--- config.mk ---
export PLATFORM = sky130hd
export DESIGN_NAME = pg_burst_sched
export DESIGN_NICKNAME = d
export VERILOG_FILES = /design/src/rtl/pg_burst_sched.sv
export SDC_FILE = /design/constraint.sdc
export NUM_CORES = 1
export LEC_CHECK = 0
export CAP_MARGIN = 20
export CORE_ASPECT_RATIO = 0.8
export CORE_MARGIN = 3
export CORE_UTILIZATION = 62
export CTS_BUF_LIST = sky130_fd_sc_hd__clkbuf_4 sky130_fd_sc_hd__clkbuf_8
export DETAILED_ROUTE_END_ITERATION = 8
export HOLD_SLACK_MARGIN = 0.06
export PLACE_DENSITY = 0.94
export SLEW_MARGIN = 20
export SYNTH_ARGS = -nofsm -noshare
export SYNTH_HDL_FRONTEND = slang
export SYNTH_SLANG_ARGS = --single-unit
--- constraint.sdc ---
create_clock -name clk -period 6.2 [get_ports clk]
set_input_delay 0.62 -clock clk [delete_from_list [all_inputs] [get_ports clk]]
set_output_delay 0.62 -clock clk [all_outputs]
set_load 0.005 [all_outputs]
--- src/rtl/pg_burst_sched.sv ---
// pg_burst_sched: burst scheduler / sequencer for the pulse generator output path.
//
// A start request latches a burst configuration, then a tick-gated FSM plays out
// cfg_num pulses of cfg_high ticks high and cfg_low ticks low, optionally
// repeating with a cfg_gap-tick idle gap between bursts. The UI only writes the
// configuration and issues start/stop.
//
// Ports:
//   clk          system clock
//   reset        asynchronous active-low reset
//   tick         timing enable; duration counters only advance when tick=1
//   start        single-cycle start request (accepted only when idle)
//   stop         single-cycle abort request
//   cfg_high     high time per pulse in ticks (0 behaves as 1)
//   cfg_low      low time per pulse in ticks (0 skips the low phase)
//   cfg_num      pulses per burst (0 makes start a no-op)
//   cfg_gap      idle ticks between bursts in repeat mode
//   cfg_repeat   1 = continuous bursts, 0 = single burst
//   signal_out   pulse train, high exactly while in HIGH
//   signal_cycle one-clock marker at the first clock of each burst
//   busy         high in every state except IDLE
//   pulse_num    0-based index of the current pulse
//   done         one-clock strobe on normal completion of a single burst
//   fsm_state    IDLE=0, HIGH=1, LOW=2, GAP=3, DONE=4

module pg_burst_sched #(
    parameter int unsigned CW = 16,
    parameter int unsigned NW = 8
) (
    input  logic          clk,
    input  logic          reset,
    input  logic          tick,
    input  logic          start,
    input  logic          stop,
    input  logic [CW-1:0] cfg_high,
    input  logic [CW-1:0] cfg_low,
    input  logic [NW-1:0] cfg_num,
    input  logic [CW-1:0] cfg_gap,
    input  logic          cfg_repeat,
    output logic          signal_out,
    output logic          signal_cycle,
    output logic          busy,
    output logic [NW-1:0] pulse_num,
    output logic          done,
    output logic [2:0]    fsm_state
);

    typedef enum logic [2:0] {
        StIdle = 3'd0,
        StHigh = 3'd1,
        StLow  = 3'd2,
        StGap  = 3'd3,
        StDone = 3'd4
    } state_e;

    state_e        state_q;
    logic [CW-1:0] cnt_q;
    logic [CW-1:0] high_q;
    logic [CW-1:0] low_q;
    logic [CW-1:0] gap_q;
    logic [NW-1:0] num_q;
    logic          repeat_q;

    // Counter reload for HIGH; a zero high time still lasts one tick.
    logic [CW-1:0] high_load;
    logic [CW-1:0] start_load;
    assign high_load  = (high_q == '0) ? '0 : high_q - CW'(1);
    assign start_load = (cfg_high == '0) ? '0 : cfg_high - CW'(1);

    // End-of-pulse decision, shared by the HIGH (no low phase) and LOW exits.
    logic          last_pulse;
    state_e        eop_state;
    logic [CW-1:0] eop_cnt;
    logic [NW-1:0] eop_pulse;
    logic          eop_cycle;
    logic          eop_done;

    assign last_pulse = (pulse_num >= num_q - NW'(1));

    always_comb begin
        eop_state = StHigh;
        eop_cnt   = high_load;
        eop_pulse = pulse_num;
        eop_cycle = 1'b0;
        eop_done  = 1'b0;
        if (!last_pulse) begin
            eop_pulse = pulse_num + NW'(1);
        end else if (!repeat_q) begin
            eop_state = StDone;
            eop_cnt   = '0;
            eop_done  = 1'b1;
        end else if (gap_q != '0) begin
            eop_state = StGap;
            eop_cnt   = gap_q - CW'(1);
        end else begin
            // Back-to-back bursts: restart the pulse index and mark the new burst.
            eop_pulse = '0;
            eop_cycle = 1'b1;
        end
    end

    always_ff @(posedge clk or negedge reset) begin
        if (!reset) begin
            state_q      <= StIdle;
            cnt_q        <= '0;
            high_q       <= '0;
            low_q        <= '0;
            gap_q        <= '0;
            num_q        <= '0;
            repeat_q     <= 1'b0;
            signal_out   <= 1'b0;
            signal_cycle <= 1'b0;
            busy         <= 1'b0;
            pulse_num    <= '0;
            done         <= 1'b0;
        end else begin
            signal_cycle <= 1'b0;
            done         <= 1'b0;
            if (state_q == StIdle) begin
                if (start && !stop && (cfg_num != '0)) begin
                    high_q       <= cfg_high;
                    low_q        <= cfg_low;
                    gap_q        <= cfg_gap;
                    num_q        <= cfg_num;
                    repeat_q     <= cfg_repeat;
                    cnt_q        <= start_load;
                    pulse_num    <= '0;
                    state_q      <= StHigh;
                    signal_out   <= 1'b1;
                    signal_cycle <= 1'b1;
                    busy         <= 1'b1;
                end
            end else if (stop || (state_q == StDone)) begin
                // Abort or end of DONE; pulse_num keeps its last value.
                state_q    <= StIdle;
                signal_out <= 1'b0;
                busy       <= 1'b0;
            end else if (tick) begin
                if (cnt_q != '0) begin
                    cnt_q <= cnt_q - CW'(1);
                end else if ((state_q == StHigh) && (low_q != '0)) begin
                    state_q    <= StLow;
                    cnt_q      <= low_q - CW'(1);
                    signal_out <= 1'b0;
                end else if (state_q == StGap) begin
                    state_q      <= StHigh;
                    cnt_q        <= high_load;
                    pulse_num    <= '0;
                    signal_out   <= 1'b1;
                    signal_cycle <= 1'b1;
                end else begin
                    state_q      <= eop_state;
                    cnt_q        <= eop_cnt;
                    pulse_num    <= eop_pulse;
                    signal_out   <= (eop_state == StHigh);
                    signal_cycle <= eop_cycle;
                    done         <= eop_done;
                end
            end
        end
    end

    assign fsm_state = state_q;

endmodule

Word-level counts from Yosys, hierarchy flattened
Index checks and enable logic that the tools add are counted.
- bits of input ports: 62
- logic and storage cells: 110
- bits in registers: 88
- eq/ne operators: 11
- mux-type cells: 59
- reduce and logical (&&, ||, !) cells: 20
- magnitude comparators: 1
- $add $sub $neg: 7
- operator list (operator ; number):
    $mux W16 ; 12
    $mux W8 ; 10
    $sub A16 B1 Y16 const B ; 5
    $reduce_bool A16 Y1 ; 3
    $logic_not A16 Y1 ; 2
    $mux W1 ; 27
    $mux W3 ; 9
    $add A8 B1 Y8 const B ; 1
    $ge A8 B8 Y1 ; 1
    $ne A4 B2 Y1 const B ; 2
    $reduce_bool A8 Y1 ; 1
    $sub A8 B1 Y8 const B ; 1
    $reduce_and A7 Y1 ; 1
    $eq A3 B1 Y1 const B ; 2
    $ne A2 B2 Y1 const B ; 3
    $reduce_and A3 Y1 ; 2
    $reduce_and A2 Y1 ; 2
    $reduce_bool A2 Y1 ; 2
    $eq A3 B2 Y1 const B ; 1
    $eq A3 B3 Y1 const B ; 1
    $logic_and A1 B1 Y1 ; 3
    $logic_not A3 Y1 ; 1
    $ne A3 B3 Y1 const B ; 1
    $reduce_bool A3 Y1 ; 1
    other kinds (4) ; 4

Depth between registers and ports, before layout
- depth after elaboration: 11
- gate-level depth with buffers: 14
- mapped depth without buffers: 12

Worst setup path after synthesis
OpenSTA, ideal clock, no wires.
- kind: register -> register
- start: register num_q[3]
- end: register pulse_num[7]
- slack: 3.292 ns
- data required time: 6.122 ns
- data arrival time: 2.831 ns
- stages on the path, launching flop included: 13
- setup time: 0.078 ns
- clock period less this slack: 2.908 ns
- path through: dfrtp_1 -> nor4_1 -> nand2_1 -> xor2_1 -> ha_1 -> a21oi_1 -> o21a_1 -> o31a_1 -> clkbuf_1 -> o211a_4 -> o21ai_2 -> or4_1 -> a21oi_1
- longest elaborated chain between the ends: 9
- elaborated cells on any way between the ends: 12
- ends and longest elaborated chain (what ; RTL line ; source):
    from (decl) ; 61 ; logic [NW-1:0] num_q;
    from (signal assigned) ; 124 ; num_q <= cfg_num;
    $sub A8 B1 Y8 * ; 78 ; assign last_pulse = (pulse_num >= num_q - NW'(1));
    $ge A8 B8 Y1 * ; 78 ;
    $mux W8 ; 86 ; if (!last_pulse) begin
    $mux W8 ; 145 ; end else if (state_q == StGap) begin
    $mux W8 ; 141 ; end else if ((state_q == StHigh) && (low_q != '0)) begin
    $mux W8 ; 139 ; if (cnt_q != '0) begin
    $mux W8 ; 138 ; end else if (tick) begin
    $mux W8 ; 133 ; end else if (stop || (state_q == StDone)) begin
    $mux W8 ; 119 ; if (state_q == StIdle) begin
    to (signal assigned) ; 154 ; pulse_num <= eop_pulse;
    to (decl) ; 43 ; output logic [NW-1:0] pulse_num,
Every way passes the cells marked *; elsewhere a longest branch is shown, timed or not. The select of a mux whose other input is x is not followed.
A chain may end at the register's enable or synchronous reset.

Worst setup path in the final report
- start: register num_q[3]
- end: register cnt_q[10]
- longest elaborated chain between the ends: 9
- ends and longest elaborated chain (what ; RTL line ; source):
    $sub A8 B1 Y8 ; 78 ;
    $ge A8 B8 Y1 ; 78 ;
    $mux W16 ; 86 ;
    $mux W16 ; 145 ;
    $mux W16 ; 141 ;
    $mux W16 ; 139 ;
    $mux W16 ; 138 ;
    $mux W16 ; 133 ;
    $mux W16 ; 119 ;
    to (signal assigned) ; 126 ; cnt_q <= start_load;
    to (signal assigned) ; 140 ; cnt_q <= cnt_q - CW'(1);
    to (signal assigned) ; 143 ; cnt_q <= low_q - CW'(1);
    to (decl) ; 57 ; logic [CW-1:0] cnt_q;
Every way passes these cells. The select of a mux whose other input is x is not followed.

==> impl_results.md <==
- Status: finished, final reports clean
- Total Power: 3100 uW
- Clock sinks: 88
- Clock slew seen by the registers of the worst setup and hold paths: 0.10 ns
- Final instance area: 0.00711 mm2
- Ports: just under 80
- Static leakage: 0.00271 uW
- Setup crit end kind: flip-flop
- Initial DRC count: 670
- Layout fillers: 655
- Die W: about 120 um
- Critical-path top delay cell: nor2_1
- Vias in the first global route: about 5,400
- Min-Delay Path Class: reg -> reg
- Maximum clock path buffer count: 2
- RSZ-0062 raised after global routing: false
- Slew @ Worst Pin: about 0.95 ns
- Die area: approximately 0.011 mm2
- GRT overflow: 0
- Top delay family on crit path: simple AND/OR/NAND/NOR gates
- Setup violations, final: 0
- Area after DPL: 0.00684 mm2
- Peak supply drop: around 300 uV
- DRT Pass-1 Iters: 6
- Total GRT Usage: 0.349
- FP Rows: 31
- Routability Congestion: between 0.9 and 1
- Post-CTS setup buffers: 0
- #FFs+latches synth: slightly below 90
- Largest net degree at the start of global routing: 80
- Final Skew: approximately 0.013 ns
- Synth Instances: approximately 650
- Largest fanout on the critical path: 12
- Max-Cap Viols: 0
- Critical path arrival: about 3.8 ns
- Port bufs: between 70 and 80
- Area leader, netlist: dfrtp_1
- Post-synthesis sequential area ratio: 0.368
- Storage element area: around 0.0022 mm2
- Slew Viols, Final: 0
- CTS root buf: clkbuf_8
- Final Util: 0.770
- # DRC: 0
- Ranking of synthesized cells by area: dfrtp_1 37%, mux2_2 9.2%, xnor2_1 4.7%, nor2_1 3.7%, nand2_1 3.6%
- Initial core utilization: 0.649
- Via count: between 5,000 and 6,000
- Final ANT Viol Nets: 0
- Fmax: 284 MHz
- Routed WL per cell: 21.9 um
- Syn nets: 733
- Syn. warnings: 0
- EDFF count, synth: 0
- Area grow syn2layout: 18.6%
- Cts bufs inserted: 9
- Share of the synthesized area in the top cell type: 0.368
- Final WL: 18,500 um
- Sum of negative setup slack: 0 ns
- Crit path buf inv count: 0
- H-tree levels: 3
- CTS tree: built
- Fraction of registers with async set/reset: 1.00
- Fin crit share: 0.568
- Minimum clock period: 3.52 ns
- Primary FF master, synth: dfrtp_1
- Share of cells above drive strength 1: 0.117
- Max incr delay on CP: 0.77 ns
- Post-Syn Area: 0.00599 mm2
- Final #Nets: between 800 and 900
- Slew headroom: 0.356
- Library cells used by synthesis: 61
- Antenna diode count: 0
- Initial antenna violation count: 0
- Startpoint types: flip-flop
- Core Region: 0.00923 mm2
- P per Cell Area: between 400 and 500 mW/mm2
- First-pass GRT wire length: roughly 29,000 um
- Worst skew pair latency: approximately 0.39 ns
- Worst hold slack: between 0.5 and 0.6 ns
- Die height: about 94 um
- CP Data Required Time: 6.52 ns
- Via density: ~6.8
- Area of the multi-input gates: 0.00366 mm2
- Avg Synthesized Cell Area: just over 9 um2
- Worst setup path category: reg -> reg
- Worst-path cell chain: nor4_1, nand2_1, xor2_1, ha_1, nand4_1, o31a_1, nor2_1, a211oi_1, or3_1, nand3_1
- Hpwl dp: approximately 14,000 um
- Final Hold Fails: 0
-- timing repair --
| action | 4_1_cts | 5_1_grt |
|---|---|---|
| hold endpoints to repair | 9 | 0 |
| gates resized for setup | 0 | 0 |
| hold buffers | 1 | 0 |
| setup endpoints to repair | 0 | 0 |
-- where the power goes --
group          switching (uW)  internal [uW]  leakage (uW)
combinational             760            624       0.00152
clock                     224            272      0.000121
sequential                398            824       0.00107
total                    1380           1720       0.00271
-- Yosys cell counts, types with 5 or more instances --
cell       n
a211oi_1   5
a21oi_1   37
buf_2      5
clkbuf_1  13
dfrtp_1   88
ha_1      17
inv_1     17
mux2_2    49
mux2i_1    6
nand2_1   58
nand2b_1   5
nand3_1   22
nand4_1   11
nor2_1    59
nor3_1    35
nor3b_1    8
nor4_1    19
nor4b_1    5
o211ai_1   7
o21ai_0   28
o221ai_1   5
o22ai_1    7
o31ai_1    9
or3_1      9
or4_1      7
xnor2_1   32
xor2_1    24
-- worst min-delay path, cell delays in order (launching register included) --
cell and delay [ns]:
dfrtp_1 0.35, nor2_1 0.05, a21oi_1 0.10
-- sequential cells by signal (all words and copies together) (netlist names) --
register / cells
cnt_q: 16
done: 1
low_q: 16
fsm_state: 3
repeat_q: 1
busy: 1
gap_q: 16
signal_cycle: 1
num_q: 8
high_q: 16
signal_out: 1
pulse_num: 8
-- final timing paths --
| check | from | end | slack, ns | cells after the start |
|---|---|---|---|---|
| max | num_q[3] | cnt_q[10] | 2.68 | 10 |
| min | busy | busy | 0.55 | 2 |
| max reg2reg | num_q[3] | cnt_q[10] | 2.68 | 10 |
| min reg2reg | busy | busy | 0.55 | 2 |
| max in group asynchronous | reset | gap_q[10] | 4.66 | 3 |
| min in group asynchronous | reset | pulse_num[6] | 0.59 | 2 |
-- through the flow --
step | setup slack (ns) | cells
4_1_cts | 2.75 | 844
2_1_floorplan | 3.29 | 654
6_report | 2.68 | 844
3_3_place_gp | 2.73 | 827
3_5_place_dp | 2.61 | 827
5_1_grt | 2.42 | 844
-- cells by family (layout without fill, tap and decap cells) --
| group | count (synthesis) | after routing | synth area share |
|---|---|---|---|
| buffers and inverters | 38 | 113 | 0.0248 |
| DFF | 88 | 88 | 0.368 |
| and+or+nand+nor | 259 | 259 | 0.227 |
| AOI/OAI and AO/OA | 141 | 141 | 0.161 |
| adders and majority gates | 17 | 17 | 0.0355 |
| muxes | 55 | 55 | 0.102 |
| xor gates and xnor gates | 56 | 56 | 0.0819 |
-- placed cells by master (no fill, tap or decap), types with 4 or more instances in the layout --
cell type	count
or3_1	9
nand3_1	22
nand2_1	58
inv_1	17
o31a_1	4
nor3_1	35
ha_1	17
nor4b_1	5
o31ai_1	9
o22ai_1	7
a211oi_1	5
o21ai_0	28
and2_1	4
o221ai_1	5
a21oi_1	37
mux2i_1	6
mux2_2	49
a31oi_1	4
nor2_1	58
nand4_1	11
clkbuf_8	9
xnor2_1	32
nor3b_1	8
clkdlybuf4s50_1	75
nor4_1	19
nand2b_1	5
o211ai_1	7
xor2_1	24
dfrtp_1	88
or4_1	7
-- routing by layer --
metal  vias to the layer above  GRT usage  part of all wire
met2                       328      0.544              0.46
met5                         -          0                 0
met1                      2755      0.486              0.42
met3                        42     0.0927             0.099
met4                         0     0.0841             0.019
li1                       2593          -                 -
-- layout make-up --
cell class	count	area share
tap	115	0.0202
sequential	88	0.310
clock buffer	9	0.0174
multi-input combinational	528	0.514
inverter	17	0.00898
timing repair buffer	80	0.112
clock inverter	7	0.0174
No activity file was read; power rests on OpenSTA's default activity.
